$ cat config.mk
export PLATFORM = sky130hd
export DESIGN_NAME = memoria_param
export DESIGN_NICKNAME = d
export VERILOG_FILES = /design/src/rtl/memoria_pkg.sv /design/src/rtl/memoria_param.sv
export SDC_FILE = /design/constraint.sdc
export NUM_CORES = 1
export LEC_CHECK = 0
export BUFFER_PORTS_ARGS = -buffer_cell sky130_fd_sc_hd__buf_4
export CORE_MARGIN = 8
export CORE_UTILIZATION = 45
export CTS_CLUSTER_DIAMETER = 40
export DETAILED_ROUTE_END_ITERATION = 8
export MAX_ROUTING_LAYER = met4
export PLACE_DENSITY_LB_ADDON = 0.25
export SLEW_MARGIN = 15
export SYNTH_ARGS = -nofsm -noshare
export SYNTH_HDL_FRONTEND = slang
export SYNTH_SLANG_ARGS = --single-unit
$ cat constraint.sdc
create_clock -name clock -period 2.1 [get_ports clock]
set_input_delay 0.21 -clock clock [delete_from_list [all_inputs] [get_ports clock]]
set_output_delay 0.21 -clock clock [all_outputs]
set_load 0.005 [all_outputs]
$ cat src/rtl/memoria_pkg.sv
// Shared types and constants for the parameterised single-port memory.
package memoria_pkg;

  typedef enum logic {
    CLEAR = 1'b0,
    IDLE  = 1'b1
  } state_t;

  localparam int READ_FIRST  = 0;
  localparam int WRITE_FIRST = 1;

endpackage

$ cat src/rtl/memoria_param.sv
// Single-port word memory with a zeroing sweep after reset; 1-cycle registered read.
// Accepts one request per cycle in IDLE; requests are dropped while busy (CLEAR).
module memoria_param
  import memoria_pkg::*;
#(
  parameter int DATA_W    = 8,
  parameter int ADDR_W    = 5,
  parameter int DEPTH     = 29,
  parameter int READ_MODE = READ_FIRST
) (
  input  logic              clock,
  input  logic              reset,
  input  logic              en,
  input  logic              S,
  input  logic [ADDR_W-1:0] address,
  input  logic [DATA_W-1:0] In,
  output logic [DATA_W-1:0] Out,
  output logic              valid,
  output logic              err,
  output logic              busy
);

  localparam logic [ADDR_W-1:0] LAST_ADDR = ADDR_W'(DEPTH - 1);
  localparam logic [ADDR_W:0]   DEPTH_EXT = (ADDR_W + 1)'(DEPTH);

  logic [DATA_W-1:0] mem [0:DEPTH-1];

  state_t            state_q, state_d;
  logic [ADDR_W-1:0] ptr_q, ptr_d;
  logic [DATA_W-1:0] out_q, out_d;
  logic              valid_q, valid_d;
  logic              err_q, err_d;

  logic              mem_we;
  logic [ADDR_W-1:0] mem_waddr;
  logic [DATA_W-1:0] mem_wdata;
  logic              in_range;
  logic [DATA_W-1:0] rd_word;

  assign in_range = ({1'b0, address} < DEPTH_EXT);

  always_comb begin
    state_d   = state_q;
    ptr_d     = ptr_q;
    out_d     = out_q;
    valid_d   = 1'b0;
    err_d     = 1'b0;
    mem_we    = 1'b0;
    mem_waddr = ptr_q;
    mem_wdata = '0;
    rd_word   = '0;

    case (state_q)
      CLEAR: begin
        mem_we = 1'b1;
        out_d  = '0;
        if (ptr_q == LAST_ADDR) begin
          state_d = IDLE;
          ptr_d   = '0;
        end else begin
          ptr_d = ptr_q + 1'b1;
        end
      end

      IDLE: begin
        if (en) begin
          valid_d = 1'b1;
          if (in_range) begin
            rd_word = mem[address];
            // Same-address write: READ_MODE picks old word or incoming data.
            if (S) begin
              mem_we    = 1'b1;
              mem_waddr = address;
              mem_wdata = In;
              out_d     = (READ_MODE == WRITE_FIRST) ? In : rd_word;
            end else begin
              out_d = rd_word;
            end
          end else begin
            err_d = 1'b1;
            out_d = '0;
          end
        end
      end

      default: begin
        state_d = CLEAR;
        ptr_d   = '0;
      end
    endcase
  end

  always_ff @(posedge clock) begin
    if (reset) begin
      state_q <= CLEAR;
      ptr_q   <= '0;
      out_q   <= '0;
      valid_q <= 1'b0;
      err_q   <= 1'b0;
    end else begin
      state_q <= state_d;
      ptr_q   <= ptr_d;
      out_q   <= out_d;
      valid_q <= valid_d;
      err_q   <= err_d;
      if (mem_we) begin
        mem[mem_waddr] <= mem_wdata;
      end
    end
  end

  assign Out   = out_q;
  assign valid = valid_q;
  assign err   = err_q;
  assign busy  = (state_q == CLEAR);

endmodule
==> flow_summary_export.csv, run 1 <==
group,metric,value,unit
global_routing,total_routing_usage_gr,0.178,
run,max-cap-violations,0,
timing,tightest_slew,0.611,ns
setup_path,regToRegStartpoint,"state_q$_SDFF_PP0_",
setup_path,cp.required,2.33,ns
floorplanning,die_h,167,um
timing,hold-worst-slack,0.147,ns
pwr,total_switching_power,2310,uW
global_routing,grt_first_pass_wirelength,37.3,mm
timing,clock.fmax,501,MHz
route,route.antenna.remaining_nets,0,
hold_path,min-delay-start,"address[2]",
finish,layout.cell_area.non_filler,12200,um^2
global_routing,grt_start_max_net_pins,37,
place,place_congestion,0.922,
cts,ctsRootBufferMaster,"clkbuf_16",
route,wl_per_cell,23.3,um
global_routing,globalRoute.totalOverflow,0,
synth,yosys_most_used_dff,"edfxtp_1",
cts,cts_setup_buffers,0,
cts,clkTransAtPathRegs,0.06,ns
timing,count_of_final_setup_violators,0,
pwr,power.density,889,nW/um^2
floorplanning,core-area,22500,um^2
timing,rsz0062_at_grt,"no",
pwr,portion_of_total_power_attributed_to_sequential_cells,0.496,
setup_path,critPathArrivalTime,2.23,ns
setup_path,regToRegEndpoint,"mem[3][4]$_DFFE_PP_",
synth,post_synth_inst_count,632,
synth,post_synth.cell_area_avg,16.2,um^2
finish,util_after_layout,0.542,
setup_path,startpoint_type,"register",
place,numPortBuffers,27,
finish,finalNetCount,751,
cts,cts_num_sinks,248,
route,routed_wire_length,24.2,mm
timing,post-route-period-util,0.950,
synth,synth_fp_nets,651,
cts,cts_inserted_buffers,29,
global_routing,antenna_found_initial,0,
route,met2WireLength,11.3,mm
route,dr.first_iter.drc_count,518,
setup_path,worstSetupStartpoint,"state_q$_SDFF_PP0_",
cts,htree_levels,1,
synth,postSynth.asyncResetShare,0,
hold_path,timing.hold.worst.class,"input pin to register",
floorplanning,row_count,55,
setup_path,r2r.worst_path.cells,7,
route,dr.pass1.iters,5,
pwr,p_sw_frac,0.213,
route,num_vias,6025,
pwr,share_clk_of_total_power,0.457,
timing,fin_worst_skew,0.00970,ns
global_routing,grt_pass1_vias,6243,
pwr,internal_power,8530,uW
place,dp.cells,985,
finish,antenna-diode-count,0,
floorplanning,floorplan.die.width,167,um
route,drcViolationCount,0,
timing,maxSlewViolCount,0,
hold_path,hold_path_end,"err$_SDFF_PP0_",
floorplanning,design.die.area,27800,um^2
hold_path,hold-path-cell-count,4,
route,wl_met3,1.77,mm
timing,fin_tns_setup,0,ns
setup_path,critical_path.max_fanout,8,
finish,number_of_non_filler_instances_in_the_completed_layout,1038,
pwr,combPwrFrac,0.047,
synth,part_of_the_yosys_area_used_for_sequential_elements,0.711,
cts,clock_latency,0.54,ns
cts,cts_buffer_depth,3,
synth,post-synth-top-area-cell,"edfxtp_1",
finish,final_layout_size_suffix_gt1_frac,0.242,
synth,yosysTopAreaCellShare,0.680,
synth,ys_types,55,
timing,hold_viol,0,
place,dpl-instance-area,11200,um^2
setup_path,critical_path_class,"register to register",
route,vias_per_cell,5.80,
synth,yosys_warnings,0,
synth,synth_area,10200,um^2
synth,post_synth_main_area_contributors,"edfxtp_1 68%, mux2i_1 9.5%, dfxtp_1 3.1%, mux4_2 1.8%, o22ai_1 1.5%",
cts,clock_tree_from_tritoncts,"yes",
floorplanning,pin_count,28,
pwr,leak,0.00409,uW
pwr,vdd.ir_drop.worst,0.000485,V
timing,slew_headroom,0.593,
outcome,status,"finished, final reports clean",
synth,synth-edff-count,232,
floorplanning,initial_core_util,0.455,
timing,layout_min_cycle_time,1.99,ns
route,route.layer.met1.wl,10.4,mm
route,routed.top_layer,"met4",
setup_path,critical_path.endpoint_type,"register",
finish,area.growth.synth_to_final,19.2,%
setup_path,r2r_setup_slack,0.11,ns
place,place_hpwl,15.9,mm
synth,postSynthRegisterBits,248,
## critical path, cell delays in order (launching register included)
cell and delay, ns:
dfxtp_1 0.35, and3_1 0.27, nand3_2 0.11, buf_4 0.17, a221oi_2 0.23, buf_4 0.21, nor2b_1 0.16, buf_4 0.19
## worst max path at each step
stage	to	cells past startpoint
floorplan	mem[17][0]$_DFFE_PP_	4
global placement	Out[4]$_SDFFE_PP0P_	7
detailed placement	mem[9][3]$_DFFE_PP_	7
CTS	mem[6][5]$_DFFE_PP_	6
global route	mem[3][4]$_DFFE_PP_	7
finish	mem[3][4]$_DFFE_PP_	7
## routing by layer
| layer | global-route usage | up-vias |
|---|---|---|
| met5 | - | - |
| met4 | 0.0650 | 0 |
| met3 | 0.0312 | 59 |
| met2 | 0.282 | 236 |
| met1 | 0.227 | 3014 |
| li1 | - | 2716 |
## power groups by stage
stage	combinational, uW	sequential, uW	clock (uW)
finish	512	5380	4950
floorplan	320	5480	0
global placement	496	5480	0
CTS	508	5380	5040
detailed placement	503	5490	0
global route	542	5380	5210
## synth_stat cells (all sizes together), types with 3 or more instances
library cell and instances:
a211oi 16, nand2b 12, o211ai 8, or4bb 7, o21ai 18, nand4 5, inv 7, nor3b 3
nand3 13, nor2b 8, nor2 38, edfxtp 232, buf 29, o22ai 24, nor4 10, dfxtp 16
mux4 8, xor2 3, a221oi 9, clkbuf 13, a21oi 5, and3 10, o31ai 9, mux2i 97
nand2 7
## state kept, by name, indices dropped and copies added, names as in the netlist
register and count:
err 1, Out 8, valid 1, mem 232, state_q 1, ptr_q 5
## cell usage in the layout, fill, tap and decap left out, types with 4 or more instances in the layout
master	count
edfxtp_1	232
nor2b_1	8
o31ai_1	9
a21oi_1	4
nand2b_1	12
clkbuf_16	29
nand2_1	7
o21ai_0	11
a211oi_1	15
o22ai_1	24
mux2i_1	97
nor4_1	10
nand4_1	4
clkbuf_1	4
nor2_2	6
or4bb_1	7
o21ai_1	6
mux4_2	8
inv_1	6
dfxtp_1	16
nand3_1	11
buf_4	106
nor2_1	32
o211ai_1	8
clkinv_2	4
and3_1	10
a221oi_1	8
## per-stage QoR
step	worst slack, ns	total power, uW
after global placement	-0.0151	5980
final	0.106	10800
after CTS	0.0109	10900
after detailed placement	-0.0704	5990
after floorplan	0.00223	5800
after global routing	0.00361	11100
## final cells by class
type,instances,area [um^2]
fill,1768,10300
tap,285,357
inverter,7,26.3
clock buffer,33,741
clock inverter,19,226
multi-input combinational,335,2690
timing repair buffer,111,877
sequential,248,7290
## cells by family after synthesis
logic type	Yosys count	share of synthesized area
flip-flops	248	0.711
AND/OR/NAND/NOR	126	0.0722
multiplexers	105	0.112
AO/OA/AOI/OAI	98	0.0695
buffers and inverters	49	0.0286
XOR/XNOR	4	0.00342
adder cells (fa/ha/maj)	2	0.00244
## timing repair
item | 4_1_cts | 5_1_grt
setup endpoints to repair | 22 | 43
hold endpoints to repair | 2 | 0
pin swaps | 0 | 1
resized for setup | 3 | 5
hold buffers | 1 | 0
Note: power is estimated with default switching activity, not from simulation.
==> run 2, diff against run 1 <==
--- a/config.mk
+++ b/config.mk
@@ -8,11 +8,12 @@
 export BUFFER_PORTS_ARGS = -buffer_cell sky130_fd_sc_hd__buf_4
 export CORE_MARGIN = 8
 export CORE_UTILIZATION = 45
+export CTS_BUF_LIST = sky130_fd_sc_hd__clkbuf_4
 export CTS_CLUSTER_DIAMETER = 40
 export DETAILED_ROUTE_END_ITERATION = 8
 export MAX_ROUTING_LAYER = met4
 export PLACE_DENSITY_LB_ADDON = 0.25
-export SLEW_MARGIN = 15
+export SLEW_MARGIN = 20
 export SYNTH_ARGS = -nofsm -noshare
 export SYNTH_HDL_FRONTEND = slang
 export SYNTH_SLANG_ARGS = --single-unit
==> flow_summary_export.csv, run 2 (synthesized netlist as in run 1, its figures left out) <==
group,metric,value,unit
setup_path,startpoint_type,"register",
setup_path,slowest_cp_cell,"nor2_1",
global_routing,globalRoute.totalOverflow,0,
route,route.antenna.remaining_nets,0,
route,routed_wire_length,24.4,mm
setup_path,critical_path.endpoint_type,"register",
place,dpl-instance-area,11200,um^2
timing,fin_worst_skew,0.0455,ns
cts,cts_inserted_buffers,57,
cts,ctsRootBufferMaster,"clkbuf_4",
place,place_congestion,0.922,
route,routed.top_layer,"met4",
setup_path,regToRegStartpoint,"state_q$_SDFF_PP0_",
timing,post-route-period-util,1.01,
outcome,status,"complete, but fails checks",
setup_path,cp_slowest_stage_delay,0.53,ns
route,dr.first_iter.drc_count,540,
setup_path,critPathArrivalTime,2.43,ns
route,dr.pass1.iters,5,
finish,layout.filler_cells,1834,
timing,hold-worst-slack,0.0374,ns
route,drcViolationCount,0,
timing,rsz0062_at_grt,"yes",
floorplanning,die_h,167,um
floorplanning,initial_core_util,0.455,
finish,area.growth.synth_to_final,16.9,%
setup_path,r2r.worst_path.cells,6,
timing,setup_ws,-0.0157,ns
setup_path,regToRegEndpoint,"mem[6][5]$_DFFE_PP_",
global_routing,grt_pass1_vias,6410,
hold_path,hold_path_end,"err$_SDFF_PP0_",
global_routing,grt_first_pass_wirelength,37.5,mm
finish,layout.cell_area.non_filler,12000,um^2
finish,final_layout_size_suffix_gt1_frac,0.281,
finish,top_register_by_number_of_flip_flops,"mem",
route,wl_met3,1.82,mm
place,numPortBuffers,27,
floorplanning,row_count,55,
setup_path,critical_path_class,"register to register",
route,num_vias,6217,
outcome,violations_in_the_final_reports,"negative setup slack",
floorplanning,design.die.area,27800,um^2
timing,hold_viol,0,
timing,clock.fmax,473,MHz
timing,count_of_final_setup_violators,8,
cts,clock_tree_from_tritoncts,"yes",
finish,layout.cells.most_common_list,"232 x edfxtp_1, 106 x buf_4, 97 x mux2i_1",
run,max-cap-violations,0,
place,place_hpwl,15.9,mm
setup_path,crit_path_most_repeated_cell,"buf_4",
pwr,vdd.ir_drop.worst,0.000305,V
cts,clock_latency,0.68,ns
floorplanning,floorplan.die.width,167,um
setup_path,critical_path.max_fanout,12,
timing,tightest_slew,0.686,ns
cts,cts_setup_buffers,0,
global_routing,total_routing_usage_gr,0.180,
pwr,power.density,800,nW/um^2
timing,maxSlewViolCount,0,
route,route.layer.met1.wl,10.2,mm
floorplanning,pin_count,28,
route,vias_per_cell,5.72,
setup_path,cell_by_cell_trace_of_the_critical_path,"and3_2 > buf_4 > nand2_1 > a21oi_1 > buf_4 > nor2_1",
floorplanning,core-area,22500,um^2
cts,htree_levels,2,
pwr,leak,0.00405,uW
global_routing,antenna_found_initial,1,
timing,slew_headroom,0.541,
cts,cts_num_sinks,248,
finish,largest_register_ff_count,232,
finish,finalNetCount,780,
setup_path,r2r_setup_slack,-0.02,ns
setup_path,cp.required,2.41,ns
hold_path,timing.hold.worst.class,"input pin to register",
cts,cts_buffer_depth,3,
cts,clkTransAtPathRegs,0.07,ns
hold_path,hold-path-cell-count,4,
route,met2WireLength,11.7,mm
finish,most_common_cell_after_layout_fill_and_taps_aside,"edfxtp_1",
route,wl_per_cell,22.4,um
timing,layout_min_cycle_time,2.12,ns
hold_path,min-delay-start,"address[3]",
global_routing,grt_start_max_net_pins,37,
-- run 2: cell count changes in the layout (fill, tap and decap cells not counted), sizes merged --
cell         previous run  this run
inv                    12         8
clkinvlp                1         0
clkinv                 10        13
bufinv                  3         1
clkbuf                 33        84
diode                   0         1
dlygate4sd3             1         2
-- run 2: power by group --
group / switching, uW / total (uW) / internal, uW
clock network: 1740 / 3690 / 1940
logic: 301 / 514 / 213
registers: 14.5 / 5380 / 5360
total: 2060 / 9580 / 7520
-- run 2: how the worst max path moves through the flow --
stage | start | endpoint | depth (start not counted) | slack, ns
CTS | state_q$_SDFF_PP0_ | mem[1][7]$_DFFE_PP_ | 6 | 0.0004
floorplan | state_q$_SDFF_PP0_ | mem[17][0]$_DFFE_PP_ | 4 | 0.002
global route | state_q$_SDFF_PP0_ | mem[5][5]$_DFFE_PP_ | 6 | -0.14
finish | state_q$_SDFF_PP0_ | mem[6][5]$_DFFE_PP_ | 6 | -0.02
detailed placement | S | mem[9][3]$_DFFE_PP_ | 7 | -0.07
global placement | address[0] | Out[4]$_SDFFE_PP0P_ | 7 | -0.02
-- run 2: area by class of cell --
class | instances | area (um^2) | share of cell area
clock buffers | 84 | 631 | 0.0527
inverters | 7 | 26.3 | 0.00220
flip-flops and latches | 248 | 7290 | 0.609
multi-input cells | 335 | 2700 | 0.225
clock inverters | 15 | 85.1 | 0.00711
diodes | 1 | 2.50 | 0.000209
repair buffers | 112 | 887 | 0.0741
well taps | 285 | 357 | 0.0298
-- run 2: critical path, delay by kind of cell (launching register included) --
family                 cells  cell delay, ns
AOI/OAI and AO/OA          1            0.11
buffers and inverters      2            0.34
DFF                        1            0.33
and+or+nand+nor            3            0.97
-- run 2: what timing repair did --
action | CTS | global route
endpoints found under the hold margin | 3 | 0
hold buffers | 2 | 0
setup endpoints to repair | 16 | 65
resized for setup | 2 | 6
pin swaps | 0 | 1
-- run 2: per-stage QoR --
step | setup slack [ns] | total power [uW] | utilization | cells | setup TNS, ns
5_1_grt | -0.143 | 9960 | 0.532 | 1087 | -2.21
4_1_cts | 0.000423 | 9680 | 0.531 | 1086 | 0
3_3_place_gp | -0.0151 | 5980 | 0.498 | 985 | -0.0291
6_report | -0.0157 | 9580 | 0.532 | 1087 | -0.109
2_1_floorplan | 0.00223 | 5800 | - | 632 | 0
3_5_place_dp | -0.0704 | 5990 | 0.498 | 985 | -1.56
-- run 2: layer usage --
layer / up-vias / track usage
li1: 2810 / -
met1: 3073 / 0.223
met2: 277 / 0.286
met3: 57 / 0.0355
met4: 0 / 0.0795
met5: - / -
==> run 3, diff against run 2 <==
--- a/config.mk
+++ b/config.mk
@@ -5,6 +5,7 @@
 export SDC_FILE = /design/constraint.sdc
 export NUM_CORES = 1
 export LEC_CHECK = 0
+export ABC_CLOCK_PERIOD_IN_PS = 2100
 export BUFFER_PORTS_ARGS = -buffer_cell sky130_fd_sc_hd__buf_4
 export CORE_MARGIN = 8
 export CORE_UTILIZATION = 45
@@ -12,7 +13,8 @@
 export CTS_CLUSTER_DIAMETER = 40
 export DETAILED_ROUTE_END_ITERATION = 8
 export MAX_ROUTING_LAYER = met4
-export PLACE_DENSITY_LB_ADDON = 0.25
+export PLACE_DENSITY = 0.65
+export REMOVE_ABC_BUFFERS = 1
 export SLEW_MARGIN = 20
 export SYNTH_ARGS = -nofsm -noshare
 export SYNTH_HDL_FRONTEND = slang
==> flow_summary_export.csv, run 3 (synthesized netlist as in run 1, its figures left out) <==
group,metric,value,unit
cts,cts_num_sinks,248,
place,dp.cells,976,
pwr,vdd.ir_drop.worst,0.000357,V
timing,fin_worst_skew,0.0657,ns
floorplanning,initial_core_util,0.455,
setup_path,crit_path_most_repeated_cell,"buf_4",
route,vias_per_cell,5.68,
finish,largest_register_ff_count,232,
finish,finalNetCount,773,
pwr,leak,0.00405,uW
floorplanning,die_h,167,um
setup_path,critical_path.endpoint_type,"register",
setup_path,cell_by_cell_trace_of_the_critical_path,"and3_4 > buf_4 > a32oi_1 > a211o_1 > nor2_1 > buf_4",
global_routing,antenna_found_initial,1,
finish,final_layout_size_suffix_gt1_frac,0.273,
setup_path,critical_path.max_fanout,10,
place,place_congestion,0.910,
place,numPortBuffers,27,
route,dr.pass1.iters,5,
timing,slew_headroom,0.620,
route,dr.first_iter.drc_count,527,
timing,fin_tns_setup,0,ns
setup_path,r2r.worst_path.cells,6,
global_routing,grt_first_pass_wirelength,37.5,mm
finish,layout.cells.most_common_list,"232 x edfxtp_1, 97 x mux2i_1, 97 x buf_4",
hold_path,min-delay-start,"en",
finish,most_common_cell_after_layout_fill_and_taps_aside,"edfxtp_1",
finish,layout.cell_area.non_filler,12000,um^2
hold_path,hold_path_end,"Out[0]$_SDFFE_PP0P_",
timing,tightest_slew,0.570,ns
cts,cts_inserted_buffers,60,
global_routing,globalRoute.totalOverflow,0,
cts,ctsRootBufferMaster,"clkbuf_4",
timing,clock.fmax,494,MHz
outcome,status,"finished, final reports clean",
finish,number_of_non_filler_instances_in_the_completed_layout,1089,
timing,maxSlewViolCount,0,
floorplanning,floorplan.die.width,167,um
cts,cts_setup_buffers,0,
route,route.antenna.remaining_nets,0,
finish,top_register_by_number_of_flip_flops,"mem",
route,num_vias,6186,
cts,cts_buffer_depth,3,
hold_path,timing.hold.worst.class,"input pin to register",
place,dpl-instance-area,11100,um^2
route,drcViolationCount,0,
place,place_hpwl,15.8,mm
setup_path,regToRegEndpoint,"mem[18][2]$_DFFE_PP_",
cts,clock_latency,0.69,ns
hold_path,hold-path-cell-count,4,
setup_path,regToRegStartpoint,"state_q$_SDFF_PP0_",
timing,hold_viol,0,
setup_path,critical_path_class,"register to register",
timing,layout_min_cycle_time,2.02,ns
timing,post-route-period-util,0.964,
setup_path,slowest_cp_cell,"a211o_1",
global_routing,total_routing_usage_gr,0.182,
floorplanning,core-area,22500,um^2
timing,count_of_final_setup_violators,0,
run,max-cap-violations,0,
global_routing,grt_pass1_vias,6316,
timing,setup_ws,0.0753,ns
global_routing,grt_start_max_net_pins,74,
route,routed_wire_length,24.6,mm
floorplanning,pin_count,28,
place,placement.setup.worst_slack,-0.0845,ns
timing,hold-worst-slack,0.0926,ns
timing,rsz0062_at_grt,"no",
route,wl_per_cell,22.6,um
floorplanning,row_count,55,
pwr,power.density,825,nW/um^2
setup_path,critPathArrivalTime,2.36,ns
setup_path,startpoint_type,"register",
setup_path,r2r_setup_slack,0.08,ns
setup_path,cp.required,2.43,ns
cts,clkTransAtPathRegs,0.07,ns
cts,htree_levels,2,
finish,area.growth.synth_to_final,16.8,%
setup_path,cp_slowest_stage_delay,0.51,ns
floorplanning,design.die.area,27800,um^2
cts,clock_tree_from_tritoncts,"yes",
[run 3: repair_timing]
action	CTS	global route
setup endpoints to repair	0	144
endpoints found under the hold margin	5	0
gates resized for setup	0	9
hold buffers	1	0
[run 3: final cells by class]
type	instances	area, um^2
Inverter	7	26.3
Clock inverter	24	151
Clock buffer	87	653
Sequential cell	248	7290
Antenna cell	1	2.50
Timing Repair Buffer	102	801
Multi-Input combinational cell	335	2690
Tap cell	285	357
Fill cell	1819	10500
[run 3: power by group]
| part | switching (uW) | internal (uW) | leakage, uW | total, uW |
|---|---|---|---|---|
| Combinational | 289 | 205 | 0.00160 | 494 |
| Clock | 1840 | 2160 | 0.000473 | 3990 |
| Sequential | 18.3 | 5360 | 0.00198 | 5380 |
[run 3: worst max-delay path by stage]
stage	depth (start not counted)	slack, ns	endpoint	start
finish	6	0.08	mem[18][2]$_DFFE_PP_	state_q$_SDFF_PP0_
global route	6	0.01	mem[18][3]$_DFFE_PP_	state_q$_SDFF_PP0_
CTS	6	0.005	mem[8][0]$_DFFE_PP_	state_q$_SDFF_PP0_
detailed placement	6	-0.08	mem[8][3]$_DFFE_PP_	address[1]
global placement	6	0.003	mem[5][2]$_DFFE_PP_	address[2]
floorplan	4	-0.32	mem[19][0]$_DFFE_PP_	state_q$_SDFF_PP0_
[run 3: worst max-delay path, delay by kind of cell, from the launching register on]
kind / cells / cell delay [ns]
simple gates: 2 / 0.37
buf+inv: 2 / 0.36
compound gates: 2 / 0.63
flops: 1 / 0.36
[run 3: per-stage QoR]
stage | power, uW | utilization
floorplan | 5700 | -
global placement | 5960 | 0.494
detailed placement | 5970 | 0.494
CTS | 9960 | 0.530
global route | 10200 | 0.532
finish | 9870 | 0.532
[run 3: layer usage]
metal / up-vias / GRT usage / wire [um]
met2: 236 / 0.280 / 11500
met4: 0 / 0.0772 / 915
li1: 2808 / - / -
met3: 64 / 0.0397 / 1710
met1: 3078 / 0.231 / 10400
met5: - / - / 0
